### src/rtl/pe_mac_acc_if.sv
// Port bundle of one systolic processing element: operand inputs from the
// PE above and to the left, the mode and drain-chain input, and the
// forwarded operands plus accumulator/overflow results.
interface pe_mac_acc_if #(
  parameter int DATA_W = 8,
  parameter int ACC_W  = 24
);
  logic [1:0]        mode;
  logic [DATA_W-1:0] top_in;
  logic              top_vld;
  logic [DATA_W-1:0] left_in;
  logic              left_vld;
  logic [ACC_W-1:0]  acc_in;
  logic [DATA_W-1:0] down_out;
  logic              down_vld;
  logic [DATA_W-1:0] right_out;
  logic              right_vld;
  logic [ACC_W-1:0]  acc_out;
  logic              ovf;

  // Array controller / neighbouring PEs drive the inputs.
  modport master (
    output mode, top_in, top_vld, left_in, left_vld, acc_in,
    input  down_out, down_vld, right_out, right_vld, acc_out, ovf
  );

  // The processing element itself.
  modport slave (
    input  mode, top_in, top_vld, left_in, left_vld, acc_in,
    output down_out, down_vld, right_out, right_vld, acc_out, ovf
  );
endinterface

### src/rtl/pe_mac_acc.sv
// Parametrised systolic processing element: forwards its operands right and
// down with one cycle of latency, multiply-accumulates valid operand pairs
// into a signed or unsigned accumulator with optional saturation, keeps a
// sticky overflow flag, and acts as one stage of a column drain shift chain.
module pe_mac_acc #(
  parameter int DATA_W   = 8,
  parameter int ACC_W    = 24,    // must be >= 2*DATA_W
  parameter bit SIGNED   = 1'b1,  // 1: two's complement, 0: unsigned
  parameter bit SATURATE = 1'b1   // 1: clamp on overflow, 0: wrap
) (
  input  logic          clk,
  input  logic          reset,   // asynchronous, active low
  pe_mac_acc_if.slave   bus
);

  typedef enum logic [1:0] {
    MODE_HOLD  = 2'b00,
    MODE_MAC   = 2'b01,
    MODE_DRAIN = 2'b10,
    MODE_CLEAR = 2'b11
  } mode_e;

  localparam int PROD_W = 2 * DATA_W;

  // Representable accumulator range, used as saturation targets.
  localparam logic [ACC_W-1:0] ACC_MAX = SIGNED ? {1'b0, {(ACC_W-1){1'b1}}} : {ACC_W{1'b1}};
  localparam logic [ACC_W-1:0] ACC_MIN = SIGNED ? {1'b1, {(ACC_W-1){1'b0}}} : {ACC_W{1'b0}};

  // State
  logic [ACC_W-1:0]  r_acc;
  logic              r_ovf;
  logic [DATA_W-1:0] r_down;
  logic              r_down_vld;
  logic [DATA_W-1:0] r_right;
  logic              r_right_vld;

  // Datapath
  mode_e             w_mode;
  logic              w_fire;
  logic [PROD_W-1:0] w_top_x;
  logic [PROD_W-1:0] w_left_x;
  logic [PROD_W-1:0] w_prod;
  logic [ACC_W:0]    w_prod_x;
  logic [ACC_W:0]    w_acc_x;
  logic [ACC_W:0]    w_sum;
  logic              w_ovf_add;
  logic              w_ovf_neg;
  logic [ACC_W-1:0]  w_mac_res;
  logic [ACC_W-1:0]  w_acc_nxt;
  logic              w_ovf_nxt;

  assign w_mode = mode_e'(bus.mode);
  assign w_fire = bus.top_vld & bus.left_vld;

  // Operands are widened to the product width first; the low 2*DATA_W bits
  // of the product are then correct for both signed and unsigned operands.
  assign w_top_x  = {{DATA_W{SIGNED & bus.top_in[DATA_W-1]}},  bus.top_in};
  assign w_left_x = {{DATA_W{SIGNED & bus.left_in[DATA_W-1]}}, bus.left_in};
  assign w_prod   = w_top_x * w_left_x;

  // One guard bit above the accumulator so overflow can be detected exactly.
  assign w_prod_x = {{(ACC_W + 1 - PROD_W){SIGNED & w_prod[PROD_W-1]}}, w_prod};
  assign w_acc_x  = {SIGNED & r_acc[ACC_W-1], r_acc};
  assign w_sum    = w_acc_x + w_prod_x;

  // Signed: the guard bit disagrees with the result sign bit when the true
  // sum left the range; the guard bit then gives the true sign (direction).
  // Unsigned: the guard bit is the carry out, always an upward overflow.
  assign w_ovf_add = SIGNED ? (w_sum[ACC_W] ^ w_sum[ACC_W-1]) : w_sum[ACC_W];
  assign w_ovf_neg = SIGNED & w_sum[ACC_W];

  // MAC result: truncated sum, or the bound in the overflow direction.
  assign w_mac_res = (w_ovf_add && SATURATE) ? (w_ovf_neg ? ACC_MIN : ACC_MAX)
                                             : w_sum[ACC_W-1:0];

  // Next accumulator/overflow value selected by the sampled mode.
  always_comb begin
    // NOTE: every output of a combinational block gets a default first so
    // that no path leaves it unassigned, which would infer a latch.
    w_acc_nxt = r_acc;
    w_ovf_nxt = r_ovf;
    case (w_mode)
      MODE_HOLD: begin
        w_acc_nxt = r_acc;
        w_ovf_nxt = r_ovf;
      end
      MODE_MAC: begin
        if (w_fire) begin
          w_acc_nxt = w_mac_res;
          w_ovf_nxt = r_ovf | w_ovf_add;
        end
      end
      MODE_DRAIN: begin
        w_acc_nxt = bus.acc_in;
      end
      MODE_CLEAR: begin
        w_acc_nxt = '0;
        w_ovf_nxt = 1'b0;
      end
      default: begin
        w_acc_nxt = r_acc;
        w_ovf_nxt = r_ovf;
      end
    endcase
  end

  // Accumulator and sticky overflow register.
  always_ff @(posedge clk or negedge reset) begin
    // NOTE: sequential state uses non-blocking assignments so every register
    // samples values from before the edge, independent of block ordering.
    if (!reset) begin
      r_acc <= '0;
      r_ovf <= 1'b0;
    end else begin
      r_acc <= w_acc_nxt;
      r_ovf <= w_ovf_nxt;
    end
  end

  // Operand forwarding: data registers follow the inputs every cycle; the
  // valid bits carry the qualification.
  always_ff @(posedge clk or negedge reset) begin
    if (!reset) begin
      r_down      <= '0;
      r_down_vld  <= 1'b0;
      r_right     <= '0;
      r_right_vld <= 1'b0;
    end else begin
      r_down      <= bus.top_in;
      r_down_vld  <= bus.top_vld;
      r_right     <= bus.left_in;
      r_right_vld <= bus.left_vld;
    end
  end

  assign bus.acc_out   = r_acc;
  assign bus.ovf       = r_ovf;
  assign bus.down_out  = r_down;
  assign bus.down_vld  = r_down_vld;
  assign bus.right_out = r_right;
  assign bus.right_vld = r_right_vld;

endmodule

### src/flat_wrapper.sv
// flat-port wrapper written by rule: the top's interface ports become plain ports
module pe_mac_acc_flat 
#(
  parameter int DATA_W   = 8,
  parameter int ACC_W    = 24,                          
  parameter bit SIGNED   = 1'b1,                                     
  parameter bit SATURATE = 1'b1                                   
)
  (clk, reset, bus_mode, bus_top_in, bus_top_vld, bus_left_in, bus_left_vld, bus_acc_in, bus_down_out, bus_down_vld, bus_right_out, bus_right_vld, bus_acc_out, bus_ovf);
  pe_mac_acc_if #(.DATA_W(DATA_W), .ACC_W(ACC_W)) bus_i ();
  input  logic clk;
  input  logic reset;
  input wire logic [$bits(bus_i.mode)-1:0] bus_mode;
  input wire logic [$bits(bus_i.top_in)-1:0] bus_top_in;
  input wire logic [$bits(bus_i.top_vld)-1:0] bus_top_vld;
  input wire logic [$bits(bus_i.left_in)-1:0] bus_left_in;
  input wire logic [$bits(bus_i.left_vld)-1:0] bus_left_vld;
  input wire logic [$bits(bus_i.acc_in)-1:0] bus_acc_in;
  output wire logic [$bits(bus_i.down_out)-1:0] bus_down_out;
  output wire logic [$bits(bus_i.down_vld)-1:0] bus_down_vld;
  output wire logic [$bits(bus_i.right_out)-1:0] bus_right_out;
  output wire logic [$bits(bus_i.right_vld)-1:0] bus_right_vld;
  output wire logic [$bits(bus_i.acc_out)-1:0] bus_acc_out;
  output wire logic [$bits(bus_i.ovf)-1:0] bus_ovf;
  assign bus_i.mode = bus_mode;
  assign bus_i.top_in = bus_top_in;
  assign bus_i.top_vld = bus_top_vld;
  assign bus_i.left_in = bus_left_in;
  assign bus_i.left_vld = bus_left_vld;
  assign bus_i.acc_in = bus_acc_in;
  assign bus_down_out = bus_i.down_out;
  assign bus_down_vld = bus_i.down_vld;
  assign bus_right_out = bus_i.right_out;
  assign bus_right_vld = bus_i.right_vld;
  assign bus_acc_out = bus_i.acc_out;
  assign bus_ovf = bus_i.ovf;
  pe_mac_acc #(.DATA_W(DATA_W), .ACC_W(ACC_W), .SIGNED(SIGNED), .SATURATE(SATURATE)) u_core (.clk(clk), .reset(reset), .bus(bus_i));
endmodule
### config.mk
export PLATFORM = sky130hd
export DESIGN_NAME = pe_mac_acc_flat
export DESIGN_NICKNAME = d
export VERILOG_FILES = /design/src/rtl/pe_mac_acc_if.sv /design/src/rtl/pe_mac_acc.sv /design/src/flat_wrapper.sv
export SDC_FILE = /design/constraint.sdc
export NUM_CORES = 1
export LEC_CHECK = 0
export BUFFER_PORTS_ARGS = -buffer_cell sky130_fd_sc_hd__buf_4
export CAP_MARGIN = 20
export CORE_ASPECT_RATIO = 0.7
export CORE_MARGIN = 3
export CORE_UTILIZATION = 25
export DETAILED_ROUTE_END_ITERATION = 7
export PLACE_DENSITY_LB_ADDON = 0.05
export RECOVER_POWER = 100
export SLEW_MARGIN = 20
export SYNTH_ARGS = -nofsm -noshare
export SYNTH_HDL_FRONTEND = slang
export SYNTH_SLANG_ARGS = --single-unit
### constraint.sdc
create_clock -name clk -period 10.2 [get_ports clk]
set_input_delay 0 -clock clk [delete_from_list [all_inputs] [get_ports clk]]
set_output_delay 0 -clock clk [all_outputs]
set_load 0.02 [all_outputs]
### After elaboration in Yosys (flattened, before gate mapping)

Index checks and enable logic that the tools add are counted.

| storage, ports and cells | value |
|---|---|
| memory bits (read-only) | 0 |
| logic and storage cells | 26 |
| bits in writable memories | 0 |
| memories kept | 0 |
| input bits | 46 |
| output and inout port bits | 43 |
| bits in registers | 43 |
| bits in latches | 0 |

| operators by class | value |
|---|---|
| $add $sub $neg | 1 |
| $lt $le $gt $ge | 0 |
| shifts and indexed selects | 0 |
| equal/unequal tests | 4 |
| divide/modulo/power cells | 0 |
| muxes and demuxes | 6 |
| reduce and logical (&&, ||, !) cells | 4 |
| bitwise gates (word level) | 4 |
| multipliers | 1 |

Operators by type and width:

| kind | count |
|---|---|
| 24-bit two-way mux | 3 |
| 24-bit case mux with 3 select lines | 1 |
| 24-bit by 16-bit adder with 25-bit output | 1 |
| 8-bit by 8-bit multiplier with 16-bit output | 1 |
| 2-bit equality test, second input constant | 2 |
| 2-bit AND reduction | 2 |
| 2-bit by 1-bit equality test with 1-bit output, second input constant | 1 |
| 2-bit logical NOT | 1 |
| 2-bit by 1-bit != test with 1-bit output, second input constant | 1 |
| 1-bit case mux with 2 select lines | 1 |
| 2-bit nonzero test | 1 |
| 1-bit AND | 1 |
| 1-bit two-way mux | 1 |
| 1-bit NOT | 1 |
| 1-bit OR | 1 |
| 1-bit bitwise XOR | 1 |

### Logic depth before layout (Yosys ltp)

| depth | value |
|---|---|
| word-level depth | 6 |
| gate-level depth with buffers | 22 |

### Worst setup path after synthesis

Ideal clock, no wire load.

| timing | value |
|---|---|
| kind | input -> register |
| start | input bus_left_in[0] |
| end | register u_core.r_acc[4], in the netlist u_core.bus.acc_out[4] |
| data arrival time | 5.366 ns |
| cell stages on the path | 18 |
| buffers on the path | 1 |
| path slack | 4.708 ns |
| cell sequence | and2_1 -> inv_1 -> fa_1 -> inv_1 -> fa_1 -> fa_1 -> fa_1 -> fa_1 -> ha_1 -> o211ai_1 -> a21oi_2 -> o21ai_1 -> o31ai_4 -> o221ai_4 -> mux2i_4 -> buf_4 -> a21boi_0 -> o32a_1 |

| between the ends | value |
|---|---|
| cells in the longest elaborated chain, start to end | 6 |
| elaborated cells on any way between the ends | 7 |
| classes of those cells | add/sub: 1; mul: 1; mux: 4; bitwise: 1 |

Ends and longest elaborated chain:

| what | RTL line | text |
|---|---|---|
| start: declaration | flat_wrapper.sv:16 | `input wire logic [$bits(bus_i.left_in)-1:0] bus_left_in;` |
| 8-bit by 8-bit multiplier with 16-bit output (*) | pe_mac_acc.sv:59 | `assign w_prod = w_top_x * w_left_x;` |
| 24-bit by 16-bit adder with 25-bit output (*) | pe_mac_acc.sv:64 | `assign w_sum = w_acc_x + w_prod_x;` |
| 24-bit two-way mux / 1-bit bitwise XOR (equally long branches) | pe_mac_acc.sv:73, pe_mac_acc.sv:69 |  |
| 24-bit two-way mux (*) | pe_mac_acc.sv:73 | `assign w_mac_res = (w_ovf_add && SATURATE) ? (w_ovf_neg ? ACC_MIN : ACC_MAX)` |
| 24-bit two-way mux (*) | pe_mac_acc.sv:88 | `if (w_fire) begin` |
| 24-bit case mux with 3 select lines (*) | pe_mac_acc.sv:82 | `case (w_mode)` |
| end signal: assignment | pe_mac_acc.sv:115 | `r_acc <= w_acc_nxt;` |
| end: declaration | pe_mac_acc.sv:30 | `logic [ACC_W-1:0] r_acc;` |

Mark *: on every way between the ends. The rest lies on a longest branch, timed or not. The select of a mux whose other input is x is not followed.
A chain may end at the register's enable or synchronous reset.

### Final worst setup path

| timing | value |
|---|---|
| start | input bus_left_in[1] |
| end | register u_core.r_acc[11], in the netlist u_core.bus.acc_out[11] |

The elaborated chain is that of the path after synthesis.

==> flow_results.xml <==
<?xml version="1.0" encoding="UTF-8"?>
<metrics>
  <group name="setup_path">
    <metric name="timing.critical_path.mode_cell" unit="">sky130_fd_sc_hd__fa_1</metric>
    <metric name="r2r_start" unit="">u_core.bus.acc_out[21]</metric>
    <metric name="critPathSlowestCell" unit="">sky130_fd_sc_hd__mux2i_1</metric>
    <metric name="setup.reg_to_reg.worst_slack" unit="ns">3.24</metric>
    <metric name="worst_path_cell_trace" unit="">dlygate4sd3_1, clkbuf_1, and2_0, fa_1, inv_1, fa_1, fa_1, inv_1, fa_1, ha_1, ha_1, a21oi_1, o21ai_0, a21oi_1, o31ai_4, o221ai_1, mux2i_1, a221oi_1, o32a_1</metric>
    <metric name="critical_path.reg2reg.endpoint" unit="">u_core.bus.acc_out[11]</metric>
    <metric name="cp.buffers_inverters" unit="">4</metric>
    <metric name="worstRegToRegCells" unit="">16</metric>
    <metric name="critPathLaunchType" unit="">input pin</metric>
    <metric name="critPathCaptureType" unit="">flip-flop</metric>
    <metric name="arrival_time_of_data_at_the_critical_path_endpoint" unit="ns">8.43</metric>
    <metric name="max_stage_delay" unit="ns">1.51</metric>
    <metric name="setup.worst_path.class" unit="">in -&gt; reg</metric>
    <metric name="critical_path.top_delay_family" unit="">adder cells</metric>
    <metric name="maximum_net_fanout_on_the_critical_path" unit="">22</metric>
    <metric name="cp.required" unit="ns">10.38</metric>
  </group>
  <group name="floorplan">
    <metric name="design.core.area" unit="sq um">23880</metric>
    <metric name="floorplan.die.height" unit="microns">137.2</metric>
    <metric name="io-pin-count" unit="">89</metric>
    <metric name="floorplan.die.width" unit="microns">193.4</metric>
    <metric name="placementRows" unit="">47</metric>
    <metric name="start_util" unit="%">25.74</metric>
    <metric name="design.die.area" unit="sq um">26530</metric>
  </group>
  <group name="min_path">
    <metric name="min_delay_path_depth" unit="">3</metric>
    <metric name="holdCritPathClass" unit="">in -&gt; reg</metric>
    <metric name="hold_path.startpoint" unit="">bus_acc_in[22]</metric>
    <metric name="worst_hold_path.endpoint" unit="">u_core.bus.acc_out[22]</metric>
  </group>
  <group name="synthesis">
    <metric name="synth_cell_type_count" unit="">52</metric>
    <metric name="yosysWarnings" unit="">0</metric>
    <metric name="synth_nets" unit="">787</metric>
    <metric name="synth-edff-count" unit="">0</metric>
    <metric name="syn-mean-instance-area" unit="sq um">10.65</metric>
    <metric name="ys_async_sr_fraction" unit="%">100.0</metric>
    <metric name="seq_area_frac_synth" unit="%">17.51</metric>
    <metric name="ys_ff_latch" unit="">43</metric>
    <metric name="synth_flop_cell" unit="">sky130_fd_sc_hd__dfrtp_1</metric>
    <metric name="syn-cell-area" unit="sq um">6146</metric>
    <metric name="synth_cells" unit="">577</metric>
  </group>
  <group name="grt">
    <metric name="globalRouteMet2Util" unit="%">20.86</metric>
    <metric name="antenna_found_initial" unit="">0</metric>
    <metric name="gr-usage-met3" unit="%">2.664</metric>
    <metric name="grt_use_met1" unit="%">23.50</metric>
    <metric name="grt_busiest_layer" unit="">met1</metric>
    <metric name="maximum_number_of_pins_on_one_net_before_global_route_repair" unit="">44</metric>
    <metric name="globalRouteTotalUtil" unit="%">14.64</metric>
    <metric name="globalRouteOverflowTotal" unit="">0</metric>
    <metric name="wire_length_of_the_first_global_routing_pass" unit="microns">29970</metric>
    <metric name="grt_pass1_vias" unit="">5087</metric>
  </group>
  <group name="timing">
    <metric name="max_freq" unit="MHz">121.2</metric>
    <metric name="maxSlewHeadroom" unit="%">-95.34</metric>
    <metric name="final_period_minus_worst_setup_slack" unit="ns">8.250</metric>
    <metric name="setup_viol" unit="">0</metric>
    <metric name="hold_viol_final" unit="">0</metric>
    <metric name="timing.clock.skew" unit="ns">0.01513</metric>
    <metric name="worstMarginPinSlew" unit="ns">2.930</metric>
    <metric name="rsz0062_at_grt" unit="">false</metric>
    <metric name="finalMaxSlewViolations" unit="">84</metric>
    <metric name="min_period_over_period" unit="%">80.88</metric>
    <metric name="setup-tns-final" unit="ns">0</metric>
    <metric name="layout_setup_ws" unit="ns">1.950</metric>
  </group>
  <group name="route">
    <metric name="antenna_violating_nets_post_route" unit="">0</metric>
    <metric name="drcViolationCount" unit="">0</metric>
    <metric name="vias" unit="">4450</metric>
    <metric name="via_per_inst" unit="">4.446</metric>
    <metric name="route.detailed.wl_per_inst" unit="microns">18.34</metric>
    <metric name="detailedRoute.firstPassIterationCount" unit="">4</metric>
    <metric name="wl" unit="microns">18360</metric>
    <metric name="initialDrtViolationCount" unit="">178</metric>
  </group>
  <group name="outcome">
    <metric name="outcome" unit="">complete, but fails checks</metric>
    <metric name="violations_in_the_final_reports" unit="">capacitance limit, slew limit</metric>
  </group>
  <group name="clocking">
    <metric name="cts_buffer_depth" unit="">2</metric>
    <metric name="root_buffer" unit="">sky130_fd_sc_hd__clkbuf_16</metric>
    <metric name="clk_pin_slew" unit="ns">0.08</metric>
    <metric name="cts_tree" unit="">yes</metric>
    <metric name="htree_num_levels" unit="">2</metric>
    <metric name="clk_latency" unit="ns">0.31</metric>
    <metric name="cts_inserted_buffers" unit="">5</metric>
    <metric name="cts.sinks" unit="">43</metric>
  </group>
  <group name="cells_and_area">
    <metric name="synthToLayoutAreaGrowth" unit="%">17.81</metric>
    <metric name="layout.cell_area.non_filler" unit="sq um">7241</metric>
    <metric name="layout-drive-gt1-share" unit="%">6.881</metric>
    <metric name="num_antenna_cells" unit="">0</metric>
    <metric name="num-nets-final" unit="">892</metric>
  </group>
  <group name="place">
    <metric name="detailed_place.area" unit="sq um">7124</metric>
    <metric name="port-buffer-count" unit="">88</metric>
    <metric name="place.gp.congestion" unit="">0.7632</metric>
    <metric name="placement.setup.worst_slack" unit="ns">3.583</metric>
    <metric name="dpl.hpwl" unit="microns">15200</metric>
  </group>
  <group name="flow_run">
    <metric name="drv_cap" unit="">3</metric>
  </group>
</metrics>
## tightest hold or removal path: cells and delay by family
kind	cells	cell delay, ns
AOI/OAI and AO/OA	2	0.21
buffers and inverters	1	0.08
## per-stage QoR
stage                     util, %  cells  hold slack (ns)
after floorplan                 -    577          -0.2956
after detailed placement    29.84    970          0.05918
after CTS                   31.44   1001          0.01353
after global routing        30.33   1001          0.02362
after global placement      29.84    970          0.06930
final                       30.33   1001          0.01699
## state kept, by name, summed over array words and instances (netlist names)
signal,flops
u_core.bus.down_vld,1
u_core.bus.down_out,8
u_core.bus.ovf,1
u_core.bus.right_vld,1
u_core.bus.acc_out,24
u_core.bus.right_out,8
## per-layer routing
metal | wire, microns | vias to the layer above
met2 | 7218 | 73
met5 | 0 | -
met3 | 723 | 8
met1 | 10340 | 2283
met4 | 79 | 0
li1 | - | 2086
## logic make-up after synthesis
kind of cell	Yosys count	synth area share (%)
flops	43	17.51
xor+xnor	23	3.522
fa+ha+maj	164	46.58
buf+inv	117	7.756
compound gates	115	14.35
simple gates	113	9.752
mux	2	0.5293
## area by class of cell
cell class | instances | area (sq um)
fillers | 2611 | 16630
multi-input cells | 417 | 4563
flip-flops and latches | 43 | 1076
repair buffers | 112 | 665.6
well taps | 318 | 397.9
inverters | 103 | 386.6
clock buffers | 7 | 142.6
clock inverters | 1 | 8.758
## cells in the final DEF (no fill, tap or decap), types with 3 or more instances in the layout
| cell | synthesis | layout |
|---|---|---|
| sky130_fd_sc_hd__nand3_1 | 4 | 4 |
| sky130_fd_sc_hd__a31oi_1 | 3 | 3 |
| sky130_fd_sc_hd__xor2_1 | 8 | 8 |
| sky130_fd_sc_hd__xnor2_1 | 13 | 13 |
| sky130_fd_sc_hd__dfrtp_1 | 43 | 43 |
| sky130_fd_sc_hd__clkbuf_16 | 0 | 5 |
| sky130_fd_sc_hd__o31ai_4 | 3 | 3 |
| sky130_fd_sc_hd__a211oi_1 | 4 | 4 |
| sky130_fd_sc_hd__buf_4 | 1 | 27 |
| sky130_fd_sc_hd__o32a_1 | 20 | 20 |
| sky130_fd_sc_hd__ha_1 | 56 | 56 |
| sky130_fd_sc_hd__clkbuf_1 | 6 | 63 |
| sky130_fd_sc_hd__fa_1 | 108 | 108 |
| sky130_fd_sc_hd__dlygate4sd3_1 | 0 | 23 |
| sky130_fd_sc_hd__o21ai_0 | 7 | 8 |
| sky130_fd_sc_hd__o21a_1 | 3 | 3 |
| sky130_fd_sc_hd__nand2b_1 | 7 | 7 |
| sky130_fd_sc_hd__inv_1 | 102 | 102 |
| sky130_fd_sc_hd__nor2_1 | 12 | 12 |
| sky130_fd_sc_hd__a21o_1 | 6 | 6 |
| sky130_fd_sc_hd__a21boi_0 | 5 | 5 |
| sky130_fd_sc_hd__nand2_1 | 31 | 31 |
| sky130_fd_sc_hd__a21oi_1 | 37 | 37 |
| sky130_fd_sc_hd__and2_1 | 53 | 52 |
## repair_timing
action	in CTS	in global routing
endpoints found under the hold margin	65	0
setup buffers	0	0
hold buffers	23	0
resized for setup	0	0
## cells in the mapped netlist, types with 8 or more instances
library cell / n / area share [%]
sky130_fd_sc_hd__ha_1: 56 / 11
sky130_fd_sc_hd__a21oi_1: 37 / 3.0
sky130_fd_sc_hd__xnor2_1: 13 / 1.9
sky130_fd_sc_hd__dfrtp_1: 43 / 18
sky130_fd_sc_hd__nor2_1: 12 / 0.73
sky130_fd_sc_hd__inv_1: 102 / 6.2
sky130_fd_sc_hd__o32a_1: 20 / 3.3
sky130_fd_sc_hd__and2_1: 53 / 5.4
sky130_fd_sc_hd__xor2_1: 8 / 1.1
sky130_fd_sc_hd__fa_1: 108 / 35
sky130_fd_sc_hd__nand2_1: 31 / 1.9
## how the worst max path moves through the flow
stage | cells past startpoint | endpoint | startpoint | slack (ns)
after global placement | 15 | u_core.bus.acc_out[14] | bus_left_in[1] | 3.69
after floorplan | 18 | u_core.bus.acc_out[4] | bus_left_in[0] | 4.71
after CTS | 17 | u_core.bus.acc_out[14] | bus_left_in[1] | 3.29
after global routing | 19 | u_core.bus.acc_out[12] | bus_left_in[1] | 1.49
final | 19 | u_core.bus.acc_out[11] | bus_left_in[1] | 1.95
after detailed placement | 16 | u_core.bus.acc_out[14] | bus_left_in[1] | 3.58
Power is not shown: default switching activity piles up to over one toggle a cycle in this logic, so the estimate is an artifact.
